===== src/rtl/fifo_qword_packer_pkg.sv =====
// Shared types for the fifo wide datapath: word/qword beats and packer state.
// No logic; latency and backpressure do not apply.
package fifo_qword_packer_pkg;

  localparam int WordW          = 32;
  localparam int DefaultLanes   = 4;
  localparam int DefaultTimeout = 16;

  typedef logic [WordW-1:0] word_t;

  // Lane 0 occupies the least significant word and holds the oldest entry.
  typedef word_t [DefaultLanes-1:0] qword_t;

  typedef enum logic {
    FILL = 1'b0,
    HOLD = 1'b1
  } packer_state_e;

  function automatic int timer_width(input int timeout_cycles);
    return (timeout_cycles > 0) ? $clog2(timeout_cycles + 1) : 1;
  endfunction

endpackage


===== src/rtl/fifo_qword_packer_if.sv =====
// Narrow word stream in, packed wide beat out; slave is the packer's view.
// Pure wiring: no latency; valid/ready on both sides.
interface fifo_qword_packer_if
  import fifo_qword_packer_pkg::*;
#(
  parameter int Lanes = DefaultLanes
);

  localparam int CountW = $clog2(Lanes + 1);

  word_t                    in_data_i;
  logic                     in_valid_i;
  logic                     in_ready_o;
  logic [WordW*Lanes-1:0]   out_data_o;
  logic [CountW-1:0]        out_count_o;
  logic                     out_last_o;
  logic                     out_valid_o;
  logic                     out_ready_i;

  modport slave (
    input  in_data_i,
    input  in_valid_i,
    output in_ready_o,
    output out_data_o,
    output out_count_o,
    output out_last_o,
    output out_valid_o,
    input  out_ready_i
  );

  modport master (
    output in_data_i,
    output in_valid_i,
    input  in_ready_o,
    input  out_data_o,
    input  out_count_o,
    input  out_last_o,
    input  out_valid_o,
    output out_ready_i
  );

endinterface


===== src/rtl/fifo_qword_packer_idle_timer.sv =====
// Counts idle cycles and pulses expired_o on the cycle the count would reach the limit.
// Combinational pulse from a registered count; a zero limit never expires.
module fifo_idle_timer
  import fifo_qword_packer_pkg::*;
#(
  parameter  int TimeoutCycles = DefaultTimeout,
  localparam int CntW          = timer_width(TimeoutCycles)
) (
  input  logic            clk_i,
  input  logic            rst_ni,
  input  logic            cnt_en_i,
  input  logic            clear_i,
  input  logic [CntW-1:0] limit_i,
  output logic            expired_o
);

  logic [CntW-1:0] cnt_q;
  logic            at_limit;

  // Firing one count early lets the owner change state on the same edge the count lands on the limit.
  assign at_limit  = (limit_i != '0) && (cnt_q == limit_i - 1'b1);
  assign expired_o = cnt_en_i && !clear_i && at_limit;

  always_ff @(posedge clk_i) begin
    if (!rst_ni) begin
      cnt_q <= '0;
    end else if (clear_i || expired_o) begin
      cnt_q <= '0;
    end else if (cnt_en_i) begin
      cnt_q <= cnt_q + 1'b1;
    end
  end

endmodule


===== src/rtl/fifo_qword_packer.sv =====
// Packs Lanes consecutive words into one beat; partial beats close on flush or idle timeout.
// Full beat valid the cycle after the last word; input stalls while a beat is held.
module fifo_qword_packer
  import fifo_qword_packer_pkg::*;
#(
  parameter int Lanes         = DefaultLanes,
  parameter int TimeoutCycles = DefaultTimeout
) (
  input  logic clk_i,
  input  logic rst_ni,
  input  logic flush_i,
  fifo_qword_packer_if.slave bus
);

  localparam int CountW = $clog2(Lanes + 1);
  localparam int TimerW = timer_width(TimeoutCycles);

  packer_state_e          state_q;
  logic [CountW-1:0]      count_q;
  word_t                  lanes_q [Lanes];
  logic                   last_q;
  logic                   valid_q;

  logic                   in_ready;
  logic                   in_hs;
  logic [CountW-1:0]      count_next;
  logic                   idle_en;
  logic                   timer_clear;
  logic                   timed_out;
  logic                   close_beat;
  logic [WordW*Lanes-1:0] data_flat;

  // Ready depends only on state, so nothing from out_ready_i reaches it combinationally.
  assign in_ready   = rst_ni && (state_q == FILL);
  assign in_hs      = bus.in_valid_i && in_ready;
  assign count_next = count_q + CountW'(in_hs);

  assign idle_en     = (state_q == FILL) && (count_q != '0) && !in_hs;
  assign timer_clear = in_hs || (state_q != FILL);

  fifo_idle_timer #(
    .TimeoutCycles(TimeoutCycles)
  ) u_idle_timer (
    .clk_i    (clk_i),
    .rst_ni   (rst_ni),
    .cnt_en_i (idle_en),
    .clear_i  (timer_clear),
    .limit_i  (TimerW'(TimeoutCycles)),
    .expired_o(timed_out)
  );

  // A flush only closes a beat that will hold at least one word, so empty beats never appear.
  assign close_beat = (state_q == FILL) &&
                      ((count_next == CountW'(Lanes)) ||
                       (flush_i && (count_next != '0)) ||
                       timed_out);

  always_ff @(posedge clk_i) begin
    if (!rst_ni) begin
      state_q <= FILL;
      count_q <= '0;
      last_q  <= 1'b0;
      valid_q <= 1'b0;
      for (int i = 0; i < Lanes; i++) begin
        lanes_q[i] <= '0;
      end
    end else begin
      case (state_q)
        FILL: begin
          if (in_hs) begin
            for (int i = 0; i < Lanes; i++) begin
              if (count_q == CountW'(i)) begin
                lanes_q[i] <= bus.in_data_i;
              end
            end
            count_q <= count_next;
          end
          if (close_beat) begin
            state_q <= HOLD;
            valid_q <= 1'b1;
            last_q  <= flush_i;
          end
        end
        HOLD: begin
          if (flush_i) begin
            last_q <= 1'b1;
          end
          // Zeroing the lanes on release keeps unfilled lanes of the next partial beat at 0.
          if (bus.out_ready_i) begin
            state_q <= FILL;
            valid_q <= 1'b0;
            last_q  <= 1'b0;
            count_q <= '0;
            for (int i = 0; i < Lanes; i++) begin
              lanes_q[i] <= '0;
            end
          end
        end
        default: begin
          state_q <= FILL;
        end
      endcase
    end
  end

  always_comb begin
    data_flat = '0;
    for (int i = 0; i < Lanes; i++) begin
      data_flat[WordW*i +: WordW] = lanes_q[i];
    end
  end

  assign bus.in_ready_o  = in_ready;
  assign bus.out_data_o  = data_flat;
  assign bus.out_count_o = count_q;
  assign bus.out_last_o  = last_q;
  assign bus.out_valid_o = valid_q;

endmodule


===== src/flat_wrapper.sv =====
// flat-port wrapper written by rule: the top's interface ports become plain ports
module fifo_qword_packer_flat import fifo_qword_packer_pkg::*;
#(
  parameter int Lanes         = DefaultLanes,
  parameter int TimeoutCycles = DefaultTimeout
)
  (clk_i, rst_ni, flush_i, bus_in_data_i, bus_in_valid_i, bus_in_ready_o, bus_out_data_o, bus_out_count_o, bus_out_last_o, bus_out_valid_o, bus_out_ready_i);
  fifo_qword_packer_if #(.Lanes(Lanes)) bus_i ();
  input  logic clk_i;
  input  logic rst_ni;
  input  logic flush_i;
  input wire logic [$bits(bus_i.in_data_i)-1:0] bus_in_data_i;
  input wire logic [$bits(bus_i.in_valid_i)-1:0] bus_in_valid_i;
  output wire logic [$bits(bus_i.in_ready_o)-1:0] bus_in_ready_o;
  output wire logic [$bits(bus_i.out_data_o)-1:0] bus_out_data_o;
  output wire logic [$bits(bus_i.out_count_o)-1:0] bus_out_count_o;
  output wire logic [$bits(bus_i.out_last_o)-1:0] bus_out_last_o;
  output wire logic [$bits(bus_i.out_valid_o)-1:0] bus_out_valid_o;
  input wire logic [$bits(bus_i.out_ready_i)-1:0] bus_out_ready_i;
  assign bus_i.in_data_i = bus_in_data_i;
  assign bus_i.in_valid_i = bus_in_valid_i;
  assign bus_in_ready_o = bus_i.in_ready_o;
  assign bus_out_data_o = bus_i.out_data_o;
  assign bus_out_count_o = bus_i.out_count_o;
  assign bus_out_last_o = bus_i.out_last_o;
  assign bus_out_valid_o = bus_i.out_valid_o;
  assign bus_i.out_ready_i = bus_out_ready_i;
  fifo_qword_packer #(.Lanes(Lanes), .TimeoutCycles(TimeoutCycles)) u_core (.clk_i(clk_i), .rst_ni(rst_ni), .flush_i(flush_i), .bus(bus_i));
endmodule

===== config.mk =====
export PLATFORM = sky130hd
export DESIGN_NAME = fifo_qword_packer_flat
export DESIGN_NICKNAME = d
export VERILOG_FILES = /design/src/rtl/fifo_qword_packer_pkg.sv /design/src/rtl/fifo_qword_packer_if.sv /design/src/rtl/fifo_qword_packer_idle_timer.sv /design/src/rtl/fifo_qword_packer.sv /design/src/flat_wrapper.sv
export SDC_FILE = /design/constraint.sdc
export NUM_CORES = 1
export LEC_CHECK = 0
export CAP_MARGIN = 40
export CELL_PAD_IN_SITES_DETAIL_PLACEMENT = 0
export CELL_PAD_IN_SITES_GLOBAL_PLACEMENT = 1
export CORE_ASPECT_RATIO = 0.5
export CORE_MARGIN = 4
export CORE_UTILIZATION = 35
export DETAILED_ROUTE_END_ITERATION = 10
export PLACE_DENSITY_LB_ADDON = 0.1
export SLEW_MARGIN = 25
export SYNTH_ARGS = -nofsm -noshare
export SYNTH_HDL_FRONTEND = slang
export SYNTH_HIERARCHICAL = 1
export SYNTH_SLANG_ARGS = --single-unit

===== constraint.sdc =====
create_clock -name clk_i -period 3.4 [get_ports clk_i]
set_clock_uncertainty 0.2 [all_clocks]
set_input_delay 0.68 -clock clk_i [delete_from_list [all_inputs] [get_ports clk_i]]
set_output_delay 0.68 -clock clk_i [all_outputs]
set_load 0.02 [all_outputs]

==> results of run 1 <==
[critical path, delay by kind of cell]
kind            cells  cell delay, ps
compound gates      3             950
buf+inv             1             490
simple gates        7             850
[stage by stage]
stage | worst slack [ps] | power [uW]
after detailed placement | 72.86 | 2518
final | 521.2 | 4247
after global placement | 143.7 | 2512
after CTS | 500.3 | 4312
after global routing | 309.4 | 4427
after floorplan | 510.9 | 2207
[layer usage]
metal  GRT usage  vias to the layer above
met1      0.2207                     1957
met3     0.05123                       13
met5           0                        -
met2      0.2603                       93
met4     0.03968                        0
li1            -                     2126
[synth_stat cells (3+ instances only)]
cell type	number	share of area
nor3_2	3	0.0055
nand2b_1	6	0.0068
inv_1	4	0.0027
buf_1	3	0.0021
clkbuf_1	13	0.0089
and2_1	66	0.075
clkbuf_2	9	0.0082
ha_1	4	0.0091
o21ai_0	61	0.056
dfxtp_1	75	0.27
nand2_1	67	0.046
buf_4	6	0.0082
nand3_1	71	0.065
buf_2	5	0.0046
o21ai_1	5	0.0046
nor2_1	7	0.0048
edfxtp_1	64	0.35
xnor2_1	8	0.013
a21oi_1	7	0.0064
[final cells by class]
type                            instances  area (sq um)  share of cell area
Inverter                                5         18.77            0.002340
Tap cell                              204         255.2             0.03183
Timing Repair Buffer                  182          1824              0.2275
Sequential cell                       139          3423              0.4268
Multi-Input combinational cell        348          1932              0.2409
Clock inverter                         14         137.6             0.01716
Clock buffer                           18         429.2             0.05351
[report_power, final]
group / leakage, uW / internal (uW) / switching (uW)
Sequential: 0.00127 / 1850 / 42.4
Combinational: 0.00135 / 260 / 320
Clock: 0.000266 / 1020 / 752
[path summary, 6_finish.rpt]
| kind | start | end | slack [ps] | cells past startpoint |
|---|---|---|---|---|
| setup reg to reg | u_core/state_q | u_core/bus.out_last_o | 640 | 10 |
| hold reg to reg | u_core/lanes_q[3][2] | u_core/lanes_q[3][2] | 260 | 2 |
| setup / recovery | bus_in_valid_i | u_core/bus.out_last_o | 520 | 11 |
| hold / removal | u_core/lanes_q[3][2] | u_core/lanes_q[3][2] | 260 | 2 |
[registers in the layout, summed over array words and instances, names as in the netlist]
name                       flops
u_core/bus.out_valid_o         1
u_core/bus.out_count_o         3
u_core/lanes_q               128
u_core/u_idle_timer/cnt_q      5
u_core/bus.out_last_o          1
u_core/state_q                 1
[cells by family after synthesis]
group / count (synthesis) / share of synthesized area
AOI/OAI and AO/OA: 83 / 0.08576
xor gates and xnor gates: 10 / 0.01597
adders and majority gates: 4 / 0.009124
buffers and inverters: 41 / 0.03535
DFF: 139 / 0.6241
muxes: 1 / 0.002053
other: 2 / 0.001369
and+or+nand+nor: 235 / 0.2263
==> out/metrics.yaml, run 1 <==
floorplan:
  dieArea_sq_mm: 0.01786
  die_y_um: 96.52
  ios: 171
  coreArea_sq_mm: 0.01537
  die_w_um: 185.0
  rows: 32
  start_util: 0.3568
clocking:
  post-cts-setup-buffers: 0
  tritoncts: "done"
  clock_latency_ps: 410
  clk_pin_slew_ps: 60
  cts_sinks: 139
  cts_buffers: 17
  clockRootBuffer: "clkbuf_16"
  cts_buffer_depth: 2
  postCtsHoldBufs: 0
  cts_htree_levels: 4
  cts.repair.resized: 0
pwr:
  p_leak_uw: 0.002891
  cellPowerDensity_mw_per_mm2: 529.6
  vdd_drop_max_v: 0.0002841
setup_path:
  arrival_ps: 2990
  max_stage_delay_ps: 490
  critPathKind: "input port to flip-flop"
  endpoint_kind: "flip-flop"
  start_kind: "input port"
  critPathSlowestCell: "clkdlybuf4s50_1"
  crit_chain: "clkdlybuf4s50_1 > nand3b_4 > nand2b_1 > nor2_1 > nand4b_1 > a211oi_2 > and2_1 > nor2_1 > a22oi_2 > nor2_1 > a2111oi_2"
  cp_common_cell: "nor2_1"
  worstPathRequired_ps: 3510
  critPathMaxFanout: 6
cells_and_area:
  final_cells: 910
  drive_above_1_share: 0.08357
  num-fill-cells: 1383
  final_util: 0.5216
  fin_nets: 734
  fin_area_sq_mm: 0.008020
  area_growth_pct: 46.21
  layout.cells.most_common: "clkdlybuf4s50_1"
  diodes: 0
  mostFrequentLayoutCells: "clkdlybuf4s50_1 (169), dfxtp_1 (75), nand3_1 (71), nand2_1 (67), and2_1 (65)"
sta:
  clock.fmax_mhz: 347.4
  fin_crit_ps: 2879
  setup_tns_ps: 0
  period_share: 0.8467
  maxSlewViolCount: 0
  setup_violations: 0
  hold_viol_final: 0
  relSlewSlack: 0.4746
  rsz0062_at_grt: "false"
  worst_slew_pin_slew_ps: 788.1
  hold_slack_ps: 263.8
global_routing:
  grt_remaining_overflow: 0
  grt_pass1_vias: 4023
  grt_start_max_net_pins: 72
  grt_pass1_wl_mm: 22.45
  track_usage: 0.1638
  antenna_found_initial: 0
detailed_routing:
  wl_met3_um: 820
  routed_wl_mm: 14.57
  drt-vias-per-instance: 4.603
  ant_nets: 0
  met1_length_mm: 6.925
  drt_iter0_drc: 222
  wl_met2_mm: 6.743
  drc: 0
  vias: 4189
  highest_layer: "met4"
  post_drt_wl_per_cell_um: 16.01
  dr.pass1.iters: 4
synthesis:
  syn_area_sq_mm: 0.005485
  async_flop_share: 0
  avgSynthCellArea_sq_um: 10.65
  synth.yosys.warnings: 6
  synth_edf_count: 64
  syn_inst: 515
  ys_seq_area_frac: 0.6241
  ys_types: 42
  ys_seq_elements: 139
  yosys_most_used_dff: "dfxtp_1"
placement:
  place_area_sq_mm: 0.007453
  io_buffer_count: 170
  dpl.hpwl_mm: 9.792
  globalplace.congestion: 0.7577
  dp_cells: 878
status:
  outcome: "finished, final reports clean"
job:
  drv_cap: 0
hold_path:
  hold_path.class: "flip-flop to flip-flop"
No activity file was read; power rests on OpenSTA's default activity.
==> run 2, diff against run 1 <==
CORE_UTILIZATION = 32   (was 35)
clock period = 2.5 ns   (was 3.4 ns; I/O delays follow)
==> out/metrics.yaml, run 2 (synthesized netlist as in run 1, its figures left out) <==
global_routing:
  grt_pass1_wl_mm: 24.10  # +7.3%
  grt_start_max_net_pins: 72  # unchanged
  track_usage: 0.1612  # -0.002557
  grt_remaining_overflow: 0  # unchanged
  antenna_found_initial: 0  # unchanged
  grt_pass1_vias: 4173  # +3.7%
cells_and_area:
  num-fill-cells: 1560  # +13%
  fin_nets: 749  # +2.0%
  largest_reg_flops: 128  # unchanged
  layout.cells.most_common: "clkdlybuf4s50_1"
  drive_above_1_share: 0.1026  # +0.01907
  mostFrequentLayoutCells: "clkdlybuf4s50_1 (168), dfxtp_1 (74), nand3_1 (71), nand2_1 (67), and2_1 (65)"
  top_register: "u_core/lanes_q"
  fin_area_sq_mm: 0.008257  # +2.9%
  area_growth_pct: 50.52
clocking:
  clockRootBuffer: "clkbuf_16"
  cts_buffer_depth: 2  # unchanged
  cts_buffers: 17  # unchanged
  cts_htree_levels: 4  # unchanged
  tritoncts: "done"
  clk_pin_slew_ps: 60  # about the same
  clock_latency_ps: 400  # about the same
  cts_sinks: 139  # unchanged
detailed_routing:
  drc: 0  # unchanged
  vias: 4263  # +1.8%
  drt-vias-per-instance: 4.492  # -2.4%
  drt_iter0_drc: 189  # -15%
  post_drt_wl_per_cell_um: 16.02  # about the same
  routed_wl_mm: 15.21  # +4.4%
  ant_nets: 0  # unchanged
  dr.pass1.iters: 4  # unchanged
setup_path:
  critPathKind: "flip-flop to output port"
  start_kind: "flip-flop"
  arrival_ps: 1680  # -1310 ps
  crit_chain: "buf_4 > nor2_1 > clkdlybuf4s50_1"
  critPathSlowestCell: "clkdlybuf4s50_1"
  path_buf_inv: 2  # +1
  crit_family: "buffers and inverters"
  endpoint_kind: "output port"
  worstPathRequired_ps: 1800  # -1710 ps
  critPathMaxFanout: 7  # +1
  max_stage_delay_ps: 620  # +130 ps
placement:
  io_buffer_count: 170  # unchanged
  dpl.hpwl_mm: 10.35  # +5.7%
  globalplace.congestion: 0.7646  # +0.91%
  dp_slack_ps: -445.5  # -518.4 ps
  place_area_sq_mm: 0.007655  # +2.7%
pwr:
  cellPowerDensity_mw_per_mm2: 723.7  # +37%
  vdd_drop_max_v: 0.0004253  # +50%
  p_leak_uw: 0.003003  # +3.8%
hold_path:
  hold_path.class: "flip-flop to flip-flop"
sta:
  rsz0062_at_grt: "false"
  clock.fmax_mhz: 419.5
  setup_tns_ps: 0  # unchanged
  worst_slew_pin_slew_ps: 610.6  # -177.5 ps
  setup_violations: 0  # unchanged
  fin_ws_ps: 116.4  # -404.8 ps
  period_share: 0.9534
  relSlewSlack: 0.5929  # +0.1183
  maxSlewViolCount: 0  # unchanged
  hold_viol_final: 0  # unchanged
  fin_crit_ps: 2384
floorplan:
  dieArea_sq_mm: 0.01943  # +8.8%
  die_y_um: 100.6  # +4.2%
  rows: 33  # +3.1%
  coreArea_sq_mm: 0.01660  # +8.0%
  start_util: 0.3305  # -0.02630
  ios: 171  # unchanged
  die_w_um: 193.2  # +4.4%
status:
  outcome: "finished, final reports clean"
job:
  drv_cap: 0  # unchanged
## run 2: changes by cell type in the layout (fill, tap and decap cells not counted), sizes merged
cell and delta:
diode +1, clkinvlp -1, buf +15, dlygate4sd2 +1, bufinv +2, inv -2
clkbuf +1, clkdlybuf4s50 -1
## run 2: power breakdown
group	internal, uW	switching (uW)
combinational	385	455
clock	1580	985
sequential	2520	53.8
total	4480	1490
## run 2: final timing paths
kind                            cells past startpoint                  from                     to  slack, ps
worst max-delay path                                3        u_core/state_q         bus_in_ready_o        120
worst min-delay path                                2  u_core/lanes_q[3][2]   u_core/lanes_q[3][2]        260
worst max register to register                      8        u_core/state_q  u_core/bus.out_last_o        150
worst min register to register                      2  u_core/lanes_q[3][2]   u_core/lanes_q[3][2]        260
## run 2: what timing repair did
| action | CTS | global route |
|---|---|---|
| buffers inserted | 0 | 0 |
| endpoints found under the setup margin | 1 | 2 |
| resized for setup | 1 | 1 |
| hold buffers | 0 | 0 |
## run 2: final cells by class
| cell class | count | area (sq um) | area share |
|---|---|---|---|
| clock inverter | 13 | 166.4 | 0.02015 |
| antenna | 1 | 2.502 | 0.0003031 |
| multi-input combinational | 348 | 1954 | 0.2367 |
| inverter | 5 | 18.77 | 0.002273 |
| timing repair buffer | 197 | 1973 | 0.2390 |
| sequential | 139 | 3425 | 0.4148 |
| tap | 227 | 284.0 | 0.03440 |
| clock buffer | 19 | 432.9 | 0.05243 |
## run 2: layer usage
metal,part of all wire,GRT usage,vias to the layer above
met3,0.051,0.04429,13
met1,0.48,0.2248,1988
met2,0.46,0.2460,108
met4,0.012,0.04894,0
met5,0,0,-
li1,-,-,2154
## run 2: tightest hold or removal path: cells and delay by family (launching register included)
family	cells	cell delay [ps]
simple gates	1	60
flops	1	310
compound gates	1	50
## run 2: per-stage QoR
| step | std cells | util | hold slack (ps) | power [uW] |
|---|---|---|---|---|
| finish | 949 | 0.4974 | 261.8 | 5975 |
| global route | 948 | 0.4973 | 285.8 | 6255 |
| CTS | 948 | 0.4972 | 266.9 | 6068 |
| detailed placement | 916 | 0.4612 | 255.9 | 3473 |
| global placement | 916 | 0.4612 | 252.6 | 3468 |
| floorplan | 528 | - | 331.5 | 3007 |
